**config.mk**
```make
export PLATFORM = sky130hd
export DESIGN_NAME = uart_rx_frame_check
export DESIGN_NICKNAME = d
export VERILOG_FILES = /design/src/rtl/uart_rx_frame_check.sv
export SDC_FILE = /design/constraint.sdc
export NUM_CORES = 1
export LEC_CHECK = 0
export ABC_AREA = 1
export CORE_MARGIN = 2
export CORE_UTILIZATION = 54
export DETAILED_ROUTE_END_ITERATION = 8
export GPL_TIMING_DRIVEN = 0
export HOLD_SLACK_MARGIN = 0.06
export PLACE_DENSITY = 0.78
export SETUP_SLACK_MARGIN = 0.5
export SYNTH_ARGS = -nofsm -noshare
export SYNTH_HDL_FRONTEND = slang
export SYNTH_SLANG_ARGS = --single-unit
```
**constraint.sdc**
```tcl
create_clock -name i_clk -period 1.68 [get_ports i_clk]
set_clock_uncertainty 0.15 [all_clocks]
set_input_delay 0.336 -clock i_clk [delete_from_list [all_inputs] [get_ports i_clk]]
set_output_delay 0.336 -clock i_clk [all_outputs]
set_load 0.01 [all_outputs]
```
**src/rtl/uart_rx_frame_check.sv**
```systemverilog
`timescale 1ns/1ps
// -----------------------------------------------------------------------------
// uart_rx_frame_check
// Frame checker for the UART receiver. Validates the start bit, shifts in
// DATA_WIDTH data bits LSB-first, checks optional even/odd parity and one or
// two stop bits, and delivers the word with per-frame error flags.
//
// Parameters
//   DATA_WIDTH  data bits per frame (5..9)
//   STOP_BITS   stop bits per frame (1 or 2)
// Ports
//   i_clk           system clock, rising edge
//   i_rst_n         asynchronous active-low reset
//   i_enable        block enable; low aborts to IDLE on the next edge
//   i_frame_start   line falling-edge pulse, honoured only in IDLE
//   i_sample_valid  mid-bit sample strobe
//   i_sampled_bit   sampled line value
//   i_par_en        parity bit present (latched at frame start)
//   i_par_type      0 = even, 1 = odd (latched at frame start)
//   o_data          last delivered word, held until next delivery
//   o_data_valid    one-cycle frame-complete pulse
//   o_parity_err    parity error of the delivered frame
//   o_stop_err      any stop bit of the delivered frame sampled 0
//   o_start_err     one-cycle pulse, start bit sampled 1 (frame discarded)
//   o_busy          high whenever a frame is in progress
// -----------------------------------------------------------------------------
module uart_rx_frame_check #(
    parameter int unsigned DATA_WIDTH = 8,
    parameter int unsigned STOP_BITS  = 1
) (
    input  logic                  i_clk,
    input  logic                  i_rst_n,
    input  logic                  i_enable,
    input  logic                  i_frame_start,
    input  logic                  i_sample_valid,
    input  logic                  i_sampled_bit,
    input  logic                  i_par_en,
    input  logic                  i_par_type,
    output logic [DATA_WIDTH-1:0] o_data,
    output logic                  o_data_valid,
    output logic                  o_parity_err,
    output logic                  o_stop_err,
    output logic                  o_start_err,
    output logic                  o_busy
);

    localparam int unsigned      CNT_W     = (DATA_WIDTH > 1) ? $clog2(DATA_WIDTH) : 1;
    localparam logic [CNT_W-1:0] CNT_LAST  = CNT_W'(DATA_WIDTH - 1);
    localparam logic             STOP_LAST = 1'(STOP_BITS - 1);

    typedef enum logic [2:0] {
        S_IDLE   = 3'd0,
        S_START  = 3'd1,
        S_DATA   = 3'd2,
        S_PARITY = 3'd3,
        S_STOP   = 3'd4
    } state_t;

    state_t                state_q,      state_d;
    logic [DATA_WIDTH-1:0] shift_q,      shift_d;
    logic                  acc_q,        acc_d;
    logic [CNT_W-1:0]      cnt_q,        cnt_d;
    logic                  stop_cnt_q,   stop_cnt_d;
    logic                  par_en_q,     par_en_d;
    logic                  par_type_q,   par_type_d;
    logic                  perr_q,       perr_d;
    logic                  serr_q,       serr_d;
    logic [DATA_WIDTH-1:0] data_q,       data_d;
    logic                  data_valid_q, data_valid_d;
    logic                  parity_err_q, parity_err_d;
    logic                  stop_err_q,   stop_err_d;
    logic                  start_err_q,  start_err_d;
    logic                  busy_q,       busy_d;

    // State, datapath and output registers
    always_ff @(posedge i_clk or negedge i_rst_n) begin
        if (!i_rst_n) begin
            state_q      <= S_IDLE;
            shift_q      <= '0;
            acc_q        <= 1'b0;
            cnt_q        <= '0;
            stop_cnt_q   <= 1'b0;
            par_en_q     <= 1'b0;
            par_type_q   <= 1'b0;
            perr_q       <= 1'b0;
            serr_q       <= 1'b0;
            data_q       <= '0;
            data_valid_q <= 1'b0;
            parity_err_q <= 1'b0;
            stop_err_q   <= 1'b0;
            start_err_q  <= 1'b0;
            busy_q       <= 1'b0;
        end else begin
            state_q      <= state_d;
            shift_q      <= shift_d;
            acc_q        <= acc_d;
            cnt_q        <= cnt_d;
            stop_cnt_q   <= stop_cnt_d;
            par_en_q     <= par_en_d;
            par_type_q   <= par_type_d;
            perr_q       <= perr_d;
            serr_q       <= serr_d;
            data_q       <= data_d;
            data_valid_q <= data_valid_d;
            parity_err_q <= parity_err_d;
            stop_err_q   <= stop_err_d;
            start_err_q  <= start_err_d;
            busy_q       <= busy_d;
        end
    end

    // Next-state and next-output logic
    always_comb begin
        state_d      = state_q;
        shift_d      = shift_q;
        acc_d        = acc_q;
        cnt_d        = cnt_q;
        stop_cnt_d   = stop_cnt_q;
        par_en_d     = par_en_q;
        par_type_d   = par_type_q;
        perr_d       = perr_q;
        serr_d       = serr_q;
        data_d       = data_q;
        parity_err_d = parity_err_q;
        stop_err_d   = stop_err_q;
        data_valid_d = 1'b0;
        start_err_d  = 1'b0;

        if (!i_enable) begin
            // Abort: delivered outputs hold, no pulses
            state_d = S_IDLE;
        end else begin
            case (state_q)
                S_IDLE: begin
                    // Samples are ignored here, even alongside i_frame_start
                    if (i_frame_start) begin
                        state_d    = S_START;
                        par_en_d   = i_par_en;
                        par_type_d = i_par_type;
                        shift_d    = '0;
                        acc_d      = 1'b0;
                        cnt_d      = '0;
                        stop_cnt_d = 1'b0;
                        perr_d     = 1'b0;
                        serr_d     = 1'b0;
                    end
                end
                S_START: begin
                    if (i_sample_valid) begin
                        if (i_sampled_bit) begin
                            start_err_d = 1'b1;
                            state_d     = S_IDLE;
                        end else begin
                            state_d = S_DATA;
                        end
                    end
                end
                S_DATA: begin
                    if (i_sample_valid) begin
                        shift_d = {i_sampled_bit, shift_q[DATA_WIDTH-1:1]};
                        acc_d   = acc_q ^ i_sampled_bit;
                        if (cnt_q == CNT_LAST) begin
                            cnt_d   = '0;
                            state_d = par_en_q ? S_PARITY : S_STOP;
                        end else begin
                            cnt_d = cnt_q + CNT_W'(1);
                        end
                    end
                end
                S_PARITY: begin
                    if (i_sample_valid) begin
                        perr_d  = (acc_q ^ i_sampled_bit) != par_type_q;
                        state_d = S_STOP;
                    end
                end
                S_STOP: begin
                    if (i_sample_valid) begin
                        serr_d = serr_q | ~i_sampled_bit;
                        if (stop_cnt_q == STOP_LAST) begin
                            data_d       = shift_q;
                            parity_err_d = par_en_q & perr_q;
                            stop_err_d   = serr_d;
                            data_valid_d = 1'b1;
                            state_d      = S_IDLE;
                        end else begin
                            stop_cnt_d = stop_cnt_q + 1'b1;
                        end
                    end
                end
                default: state_d = S_IDLE;
            endcase
        end

        busy_d = (state_d != S_IDLE);
    end

    assign o_data       = data_q;
    assign o_data_valid = data_valid_q;
    assign o_parity_err = parity_err_q;
    assign o_stop_err   = stop_err_q;
    assign o_start_err  = start_err_q;
    assign o_busy       = busy_q;

endmodule

```
; After elaboration in Yosys (flattened, before gate mapping)
; Index checks and enable logic that the tools add are counted.
[totals]
ff_bits = 33
output_inout_bits = 13
elab_cells = 78
[classes]
addsub = 2
eq_ne = 10
n_mux = 36
n_bitwise = 5
reduce_logical = 10
[ops]
columns = operator, count
row1 = 3-bit two-way mux, 12
row2 = 8-bit two-way mux, 2
row3 = 8-bit case mux with 2 select lines, 1
row4 = 4-bit AND reduction, 4
row5 = 3-bit case mux with 5 select lines, 1
row6 = 1-bit two-way mux, 14
row7 = "2-bit != test, second input constant", 4
row8 = 1-bit case mux with 2 select lines, 4
row9 = "3-bit by 2-bit == test with 1-bit output, second input constant", 2
row10 = "3-bit == test, second input constant", 2
row11 = 3-bit case mux with 2 select lines, 1
row12 = 2-bit nonzero test, 3
row13 = "3-bit by 1-bit adder with 3-bit output, second input constant", 1
row14 = "3-bit by 1-bit == test with 1-bit output, second input constant", 1
row15 = 3-bit zero test, 1
row16 = 3-bit AND reduction, 1
row17 = 3-bit nonzero test, 1
row18 = 2-bit two-way mux, 1
row19 = 1-bit inverter, 2
row20 = "1-bit adder, second input constant", 1
row21 = 1-bit bitwise AND, 1
row22 = 1-bit != test, 1
row23 = 1-bit OR, 1
row24 = 1-bit bitwise XOR, 1

; Longest topological paths before layout
; Gate-level depths: netlist of run 1.
[depth]
depth_word = 6
ltp_mapped = 9
mapped_depth_nobuf = 9

; Worst setup path after synthesis of run 1
; No wires, ideal clock.
[synth_path]
path_type = flip-flop to flip-flop
startpoint = register cnt_q[0]
endpoint = register busy_q, in the netlist o_busy
arrival_ns = 1.152
slack_ns = 0.249
stages_incl_launch_ff = 7
path_buffers = 0
period_less_slack_ns = 1.431
cell_sequence = dfrtp_1 > ha_1 > ha_1 > nand3_1 > nor2_1 > o21ai_0 > nand3_1
[synth_via]
elab_chain_len = 6
[synth_rtl]
columns = item, line
row1 = from (decl), 62  ; logic [CNT_W-1:0] cnt_q, cnt_d;
row2 = from (signal assigned), 97  ; cnt_q <= cnt_d;
row3 = 3-bit == test, 162  ; if (cnt_q == CNT_LAST) begin
row4 = 3-bit two-way mux, 162
row5 = 3-bit two-way mux, 159  ; if (i_sample_valid) begin
row6 = 3-bit case mux with 5 select lines, 133  ; case (state_q)
row7 = 3-bit two-way mux, 129  ; if (!i_enable) begin
row8 = 3-bit nonzero test, 194  ; busy_d = (state_d != S_IDLE);
row9 = via busy_d, 73  ; logic busy_q, busy_d;
row10 = to (signal assigned), 108  ; busy_q <= busy_d;
row11 = to (decl), 73
; The timed path passes the listed nets, and every way through them passes these cells.
; A chain may end at the register's enable or synchronous reset.

; Final worst setup path of run 1
[layout_path]
startpoint = register cnt_q[1]
endpoint = register busy_q, in the netlist o_busy
; The elaborated chain is that of the path after synthesis.

==> flow_results.xml, run 1 <==
<?xml version="1.0" encoding="UTF-8"?>
<metrics>
  <group name="status">
    <metric name="run_status" unit="">complete, but fails checks</metric>
    <metric name="failing_checks" unit="">negative hold slack</metric>
  </group>
  <group name="setup_path">
    <metric name="data_arrival_at_the_endpoint_of_the_critical_path" unit="ps">1610</metric>
    <metric name="critical_path_destination" unit="">o_busy$_DFF_PN0_</metric>
    <metric name="timing.critical_path.from_type" unit="">flop</metric>
    <metric name="end_kind" unit="">flop</metric>
    <metric name="timing.critical_path.fanout_max" unit="">3</metric>
    <metric name="critPathKind" unit="">reg -&gt; reg</metric>
    <metric name="critPathRequiredTime" unit="ps">1770</metric>
    <metric name="r2r_cells" unit="">9</metric>
    <metric name="regToRegSetupSlack" unit="ps">160</metric>
    <metric name="critical_path.reg2reg.endpoint" unit="">o_busy$_DFF_PN0_</metric>
    <metric name="crit_path_start" unit="">cnt_q[1]$_DFFE_PN0P_</metric>
    <metric name="crit-reg2reg-launch" unit="">cnt_q[1]$_DFFE_PN0P_</metric>
  </group>
  <group name="drt">
    <metric name="post_route_drc_violation_count" unit="">0</metric>
    <metric name="routedWlPerCell" unit="um">16.41</metric>
    <metric name="totalWireLength" unit="um">4496</metric>
    <metric name="ant_nets" unit="">0</metric>
    <metric name="detail_route.iter0.violations" unit="">59</metric>
    <metric name="drt_pass_1_iters" unit="">4</metric>
    <metric name="via_count" unit="">1500</metric>
    <metric name="drt-vias-per-instance" unit="">5.474</metric>
  </group>
  <group name="run">
    <metric name="maxCapViolCount" unit="">0</metric>
  </group>
  <group name="cells_and_area">
    <metric name="fin_nets" unit="">252</metric>
    <metric name="fill_cells" unit="">157</metric>
    <metric name="area.growth.synth_to_final" unit="%">44.90</metric>
    <metric name="layoutNonFillerInstCount" unit="">274</metric>
    <metric name="num_antenna_cells" unit="">0</metric>
    <metric name="layout_cells_sized_above_1" unit="%">49.79</metric>
    <metric name="final_design_area_excluding_fillers" unit="um^2">2293</metric>
  </group>
  <group name="sta">
    <metric name="slew_viol_final" unit="">0</metric>
    <metric name="timing.final.crit_period" unit="ps">1522</metric>
    <metric name="layout_worst_path_cycle_share" unit="%">90.61</metric>
    <metric name="finalHoldViolCount" unit="">7</metric>
    <metric name="timing_worst_slew_pin_value" unit="ps">786.6</metric>
    <metric name="fmax" unit="GHz">0.6569</metric>
    <metric name="max-slew-margin-rel" unit="%">47.56</metric>
    <metric name="setup_viol" unit="">0</metric>
    <metric name="rsz0062_at_grt" unit="">yes</metric>
    <metric name="finalHoldWorstSlack" unit="ps">-4.378</metric>
  </group>
  <group name="logic_synthesis">
    <metric name="mean_instance_size_in_the_synthesized_netlist" unit="um^2">8.287</metric>
    <metric name="ys_async_sr_fraction" unit="%">100.0</metric>
    <metric name="synth_edf_count" unit="">0</metric>
    <metric name="yosysUniqueCellTypes" unit="">26</metric>
    <metric name="ys_seq_elements" unit="">32</metric>
    <metric name="synth_seq_area_share" unit="%">50.59</metric>
    <metric name="synth_cells" unit="">191</metric>
    <metric name="synth.net_count" unit="">201</metric>
    <metric name="post_synth_instance_area" unit="um^2">1583</metric>
    <metric name="yosys_most_used_dff" unit="">sky130_fd_sc_hd__dfrtp_1</metric>
    <metric name="yosys_warnings" unit="">0</metric>
  </group>
  <group name="pwr">
    <metric name="p_per_area" unit="nW/um^2">727.3</metric>
    <metric name="power_leakage" unit="nW">1.180</metric>
    <metric name="power.ir.vdd_worst" unit="uV">785.9</metric>
  </group>
  <group name="floorplan">
    <metric name="pin_count" unit="">21</metric>
    <metric name="start_util" unit="%">56.91</metric>
    <metric name="core_area" unit="um^2">2781</metric>
    <metric name="row_count" unit="">19</metric>
    <metric name="height_of_the_chip" unit="um">58.14</metric>
    <metric name="floorplan.die_area" unit="um^2">3380</metric>
    <metric name="die_x" unit="um">58.14</metric>
  </group>
  <group name="global_routing">
    <metric name="grt_overflow" unit="">0</metric>
    <metric name="largest_net_degree_at_the_start_of_global_routing" unit="">33</metric>
    <metric name="global_route_wire_length_before_repair" unit="um">6630</metric>
    <metric name="grt_util_all_layers" unit="%">26.45</metric>
    <metric name="grt_antenna_before_repair" unit="">0</metric>
    <metric name="grt_pass1_vias" unit="">1435</metric>
  </group>
  <group name="placement">
    <metric name="io_buffer_count" unit="">18</metric>
    <metric name="dpl.cell_count" unit="">240</metric>
    <metric name="post-dp-hpwl" unit="um">2312</metric>
    <metric name="placement.cell_area" unit="um^2">1832</metric>
    <metric name="gp_congestion" unit="">0.8006</metric>
  </group>
  <group name="clock_tree">
    <metric name="cts_num_sinks" unit="">32</metric>
    <metric name="clk_pin_slew" unit="ps">110</metric>
    <metric name="tritoncts.num_buffers" unit="">5</metric>
    <metric name="htreeDepth" unit="">2</metric>
    <metric name="cts_max_path_buffers" unit="">2</metric>
    <metric name="clk_latency" unit="ps">350</metric>
    <metric name="cts-root-buf" unit="">sky130_fd_sc_hd__clkbuf_4</metric>
    <metric name="clock_tree_from_tritoncts" unit="">done</metric>
  </group>
  <group name="worst_hold_path">
    <metric name="timing.hold.worst.class" unit="">in -&gt; async</metric>
  </group>
</metrics>
[final cells by class]
type	instances	area (um^2)	area share, %
Multi-Input combinational cell	129	852.1	37.15
Sequential cell	32	802.0	34.97
Buffer	9	82.58	3.601
Clock buffer	6	41.29	1.800
Inverter	21	86.33	3.764
Tap cell	31	38.79	1.691
Clock inverter	2	35.03	1.528
Timing Repair Buffer	44	355.3	15.49
[how the worst min path moves through the flow]
| stage | start | endpoint | slack (ps) | depth (start not counted) |
|---|---|---|---|---|
| 3_5_place_dp | shift_q[1]$_DFFE_PN0P_ | shift_q[1]$_DFFE_PN0P_ | 310 | 2 |
| 2_1_floorplan | i_rst_n | acc_q$_DFFE_PN0P_ | -110 | 0 |
| 6_report | i_rst_n | shift_q[7]$_DFFE_PN0P_ | -4 | 1 |
| 3_3_place_gp | o_data[0]$_DFFE_PN0P_ | o_data[0]$_DFFE_PN0P_ | 300 | 2 |
| 4_1_cts | i_rst_n | o_stop_err$_DFFE_PN0P_ | 30 | 1 |
| 5_1_grt | i_rst_n | acc_q$_DFFE_PN0P_ | 60 | 1 |
[power by group]
| part | internal, W | switching (W) | total, W |
|---|---|---|---|
| clock | 0.000312 | 0.000281 | 0.000593 |
| combinational | 0.000107 | 0.000159 | 0.000266 |
| sequential | 0.000789 | 0.0000198 | 0.000809 |
| total | 0.00121 | 0.000460 | 0.00167 |
[layout by cell type, fill, tap and decap left out, drive strengths merged, types with 2 or more instances in the layout]
master          n
nand4           3
clkdlybuf4s50   4
ha              2
buf            47
nor2           20
nand3          20
clkbuf          7
dfrtp          32
inv            21
nand3b          3
nor3            2
o21ai          14
nand2          63
[layer usage]
layer	global-route usage (%)	share of wire, %
met1	31.82	40
met2	43.18	50
met3	7.589	6.3
met4	13.62	3.1
met5	0	0
[logic make-up (layout without fill, tap and decap cells)]
family          after synthesis  count (layout)  share of synthesized area [%]
simple gates                111             111                          33.12
flops                        32              32                          50.59
buf+inv                      30              82                          9.248
fa+ha+maj                     2               2                          1.581
compound gates               16              16                          5.454
[synthesized netlist by cell type, types with 3 or more instances]
cell                       n  share of area [%]
sky130_fd_sc_hd__nand2_1  60                 14
sky130_fd_sc_hd__dfrtp_1  32                 51
sky130_fd_sc_hd__nand3_1  19                6.0
sky130_fd_sc_hd__nor2_1   19                4.5
sky130_fd_sc_hd__inv_1    17                4.0
sky130_fd_sc_hd__o21ai_1   8                2.5
sky130_fd_sc_hd__o21ai_0   5                1.6
sky130_fd_sc_hd__buf_2     3               0.95
sky130_fd_sc_hd__buf_4     3                1.4
sky130_fd_sc_hd__inv_2     3               0.71
[what timing repair did]
action	in CTS	in global routing
cloned	2	1
endpoints found under the setup margin	76	45
hold endpoints to repair	32	0
setup buffers	15	8
gates resized for setup	89	42
pin swaps	16	18
[critical path, stage by stage, from the launching register on]
cell and delay, ps:
sky130_fd_sc_hd__dfrtp_1 380, sky130_fd_sc_hd__ha_2 200, sky130_fd_sc_hd__ha_4 150, sky130_fd_sc_hd__nand2_2 60
sky130_fd_sc_hd__nor2_2 140, sky130_fd_sc_hd__inv_1 60, sky130_fd_sc_hd__nand2_1 70, sky130_fd_sc_hd__nand3_2 70
sky130_fd_sc_hd__nand2_2 80, sky130_fd_sc_hd__nand3_2 60
[state kept, by name (all words and copies together), names as in the netlist]
name          cells
acc_q             1
cnt_q             3
o_busy            1
o_data            8
o_data_valid      1
o_parity_err      1
o_start_err       1
o_stop_err        1
par_en_q          1
par_type_q        1
perr_q            1
serr_q            1
shift_q           8
state_q           3
[stage by stage]
| stage | worst slack (ps) | hold WS, ps | utilization (%) | setup TNS (ps) | power (W) |
|---|---|---|---|---|---|
| after floorplan | 320.5 | -109.6 | - | 0 | 0.0009305 |
| after global placement | -542.5 | 303.5 | 65.86 | -14220 | 0.0009883 |
| after detailed placement | -600.9 | 308.5 | 65.86 | -16490 | 0.0009951 |
| after CTS | 194.5 | 28.99 | 75.17 | 0 | 0.001640 |
| after global routing | 93.07 | 60.84 | 82.46 | 0 | 0.001720 |
| final | 157.8 | -4.378 | 82.46 | 0 | 0.001668 |
No activity file was read; power rests on OpenSTA's default activity.
==> run 2: changes to the inputs <==
Settings changed: SKIP_LAST_GASP from default to 1, TNS_END_PERCENT from default to 100.
==> results of run 2 <==
The final DEF is identical to that of run 1; final timing and power are the same.
==> run 3: changes to the inputs <==
Settings changed: CORE_UTILIZATION 54 to 56, CTS_BUF_LIST from default to sky130_fd_sc_hd__clkbuf_2, PLACE_DENSITY 0.78 to 0.81.
==> run 3 against run 2 <==
Compared with the run above:
- the flow now finishes without violations
- sequential cell count unchanged
- hold slack better by 150 ps
- fmax down 0.43%
- first-iteration DRC count up 58%
- critical path type unchanged
- largest cell class is now sequential cells
- critical path depth down 2
- non-clock buffer count up 5
- combinational power down 4%
- clock power down 10%
- die area down 3.3%
- clock-buffer cell count unchanged
- sequential power about the same
- via count up 0.73%
==> flow_results.xml, run 3 (synthesis gave the netlist of run 1 again) <==
<?xml version="1.0" encoding="UTF-8"?>
<metrics>
  <group name="global_routing">
    <metric name="largest_net_degree_at_the_start_of_global_routing" unit="">22</metric>
    <metric name="grt_pass1_vias" unit="">1432</metric>
    <metric name="grt_util_all_layers" unit="%">25.83</metric>
    <metric name="global_route_wire_length_before_repair" unit="um">6520</metric>
    <metric name="grt_use_met1" unit="%">33.18</metric>
    <metric name="global_route.usage.met3" unit="%">5.669</metric>
    <metric name="busiest_layer" unit="">met2</metric>
    <metric name="grt_overflow" unit="">0</metric>
    <metric name="grt_antenna_before_repair" unit="">0</metric>
    <metric name="gr-usage-met2" unit="%">43.02</metric>
  </group>
  <group name="worst_hold_path">
    <metric name="holdPathStages" unit="">3</metric>
    <metric name="hp-start" unit="">i_sample_valid</metric>
    <metric name="timing.hold.worst.class" unit="">in -&gt; reg</metric>
  </group>
  <group name="floorplan">
    <metric name="start_util" unit="%">58.40</metric>
    <metric name="floorplan.die_area" unit="um^2">3268</metric>
    <metric name="height_of_the_chip" unit="um">57.17</metric>
    <metric name="row_count" unit="">19</metric>
    <metric name="core_area" unit="um^2">2710</metric>
    <metric name="die_x" unit="um">57.17</metric>
    <metric name="pin_count" unit="">21</metric>
  </group>
  <group name="sta">
    <metric name="finalHoldViolCount" unit="">0</metric>
    <metric name="max-slew-margin-rel" unit="%">59.12</metric>
    <metric name="timing.final.crit_period" unit="ps">1529</metric>
    <metric name="fmax" unit="GHz">0.6541</metric>
    <metric name="timing_worst_slew_pin_value" unit="ps">611.3</metric>
    <metric name="setup_viol" unit="">0</metric>
    <metric name="rsz0062_at_grt" unit="">yes</metric>
    <metric name="slew_viol_final" unit="">0</metric>
    <metric name="layout_worst_path_cycle_share" unit="%">91.00</metric>
  </group>
  <group name="run">
    <metric name="maxCapViolCount" unit="">0</metric>
  </group>
  <group name="drt">
    <metric name="totalWireLength" unit="um">4279</metric>
    <metric name="detail_route.iter0.violations" unit="">93</metric>
    <metric name="drt_pass_1_iters" unit="">4</metric>
    <metric name="via_count" unit="">1511</metric>
    <metric name="ant_nets" unit="">0</metric>
    <metric name="drt-vias-per-instance" unit="">5.416</metric>
    <metric name="routedWlPerCell" unit="um">15.34</metric>
    <metric name="post_route_drc_violation_count" unit="">0</metric>
  </group>
  <group name="cells_and_area">
    <metric name="layoutNonFillerInstCount" unit="">279</metric>
    <metric name="num_antenna_cells" unit="">0</metric>
    <metric name="layout_cells_sized_above_1" unit="%">44.35</metric>
    <metric name="area.growth.synth_to_final" unit="%">42.45</metric>
    <metric name="fin_nets" unit="">257</metric>
    <metric name="final_design_area_excluding_fillers" unit="um^2">2255</metric>
    <metric name="layout.cells.most_common_list" unit="">sky130_fd_sc_hd__nand2_1 (42), sky130_fd_sc_hd__dfrtp_1 (31), sky130_fd_sc_hd__buf_4 (20), sky130_fd_sc_hd__nand2_2 (17)</metric>
    <metric name="final_common_cell" unit="">sky130_fd_sc_hd__nand2_1</metric>
  </group>
  <group name="placement">
    <metric name="placement.cell_area" unit="um^2">1847</metric>
    <metric name="gp_congestion" unit="">0.9915</metric>
    <metric name="post-dp-hpwl" unit="um">2308</metric>
    <metric name="io_buffer_count" unit="">18</metric>
    <metric name="dpl.cell_count" unit="">241</metric>
  </group>
  <group name="clock_tree">
    <metric name="cts_num_sinks" unit="">32</metric>
    <metric name="cts-root-buf" unit="">sky130_fd_sc_hd__clkbuf_2</metric>
    <metric name="cts_hold_buffers" unit="">0</metric>
    <metric name="clk_latency" unit="ps">380</metric>
    <metric name="tritoncts.num_buffers" unit="">5</metric>
    <metric name="cts_max_path_buffers" unit="">2</metric>
    <metric name="clock_tree_from_tritoncts" unit="">done</metric>
    <metric name="htreeDepth" unit="">2</metric>
    <metric name="clk_pin_slew" unit="ps">160</metric>
  </group>
  <group name="setup_path">
    <metric name="r2r_cells" unit="">7</metric>
    <metric name="crit-reg2reg-launch" unit="">state_q[0]$_DFF_PN0_</metric>
    <metric name="critPathKind" unit="">reg -&gt; reg</metric>
    <metric name="timing.critical_path.from_type" unit="">flop</metric>
    <metric name="timing.critical_path.fanout_max" unit="">5</metric>
    <metric name="critPathRequiredTime" unit="ps">1810</metric>
    <metric name="end_kind" unit="">flop</metric>
    <metric name="data_arrival_at_the_endpoint_of_the_critical_path" unit="ps">1660</metric>
    <metric name="crit_path_start" unit="">state_q[0]$_DFF_PN0_</metric>
  </group>
  <group name="pwr">
    <metric name="p_per_area" unit="nW/um^2">708.5</metric>
    <metric name="power_leakage" unit="nW">1.191</metric>
    <metric name="power.ir.vdd_worst" unit="uV">755.6</metric>
  </group>
  <group name="status">
    <metric name="run_status" unit="">completed</metric>
  </group>
</metrics>
[run 3: changes by cell type in the layout (fill, tap and decap cells not counted), sizes merged]
cell	before	now
buf	47	52
clkdlybuf4s15	1	0
clkdlybuf4s50	4	5
[run 3: timing repair]
item / in CTS / in global routing
pin swaps: 10 / 8
setup buffers: 16 / 11
resized for setup: 74 / 32
setup endpoints to repair: 44 / 45
cloned: 1 / 2
[run 3: per-stage QoR]
stage / setup slack, ps / total power, W / hold slack, ps / util, % / setup TNS, ps
floorplan: 320.5 / 0.0009305 / -109.6 / - / 0
finish: 151.2 / 0.001597 / 142.9 / 83.19 / 0
CTS: 199.2 / 0.001542 / 96.49 / 75.67 / 0
global placement: -570.4 / 0.0009880 / 304.1 / 67.59 / -15060
global route: 64.45 / 0.001653 / 134.9 / 83.19 / 0
detailed placement: -57.22 / 0.0009972 / 311.1 / 68.14 / -502.6
[run 3: where the power goes]
| group | internal [W] | switching (W) |
|---|---|---|
| combinational | 0.000110 | 0.000145 |
| sequential | 0.000790 | 0.0000201 |
| clock | 0.000256 | 0.000277 |
| total | 0.00116 | 0.000441 |
[run 3: worst paths after layout]
path	to	slack, ps
min in group asynchronous	cnt_q[2]$_DFFE_PN0P_	160
worst min-delay path	o_start_err$_DFF_PN0_	140
worst max register to register	cnt_q[1]$_DFFE_PN0P_	150
worst min register to register	shift_q[6]$_DFFE_PN0P_	360
worst max-delay path	cnt_q[1]$_DFFE_PN0P_	150
max in group asynchronous	acc_q$_DFFE_PN0P_	670
[run 3: metal layers]
metal / vias to the layer above / wire (um)
li1: 708 / -
met1: 734 / 1753
met2: 61 / 2220
met3: 8 / 241
met4: 0 / 63
met5: - / 0
[run 3: cell type report]
| cell class | instances | area (um^2) |
|---|---|---|
| plain buffers | 9 | 86.33 |
| clock buffers | 6 | 30.03 |
| clock inverters | 2 | 35.03 |
| fillers | 154 | 455.4 |
| inverters | 21 | 83.83 |
| multi-input cells | 129 | 785.8 |
| flip-flops and latches | 32 | 802.0 |
| well taps | 31 | 38.79 |
| repair buffers | 49 | 392.9 |
[run 3: critical path: stages, from the launching register on]
cell	delay, ps
sky130_fd_sc_hd__dfrtp_2	500
sky130_fd_sc_hd__inv_2	100
sky130_fd_sc_hd__nand3_4	90
sky130_fd_sc_hd__o21ai_4	220
sky130_fd_sc_hd__nand2_4	100
sky130_fd_sc_hd__buf_6	150
sky130_fd_sc_hd__nand2_1	60
sky130_fd_sc_hd__nand2_1	60
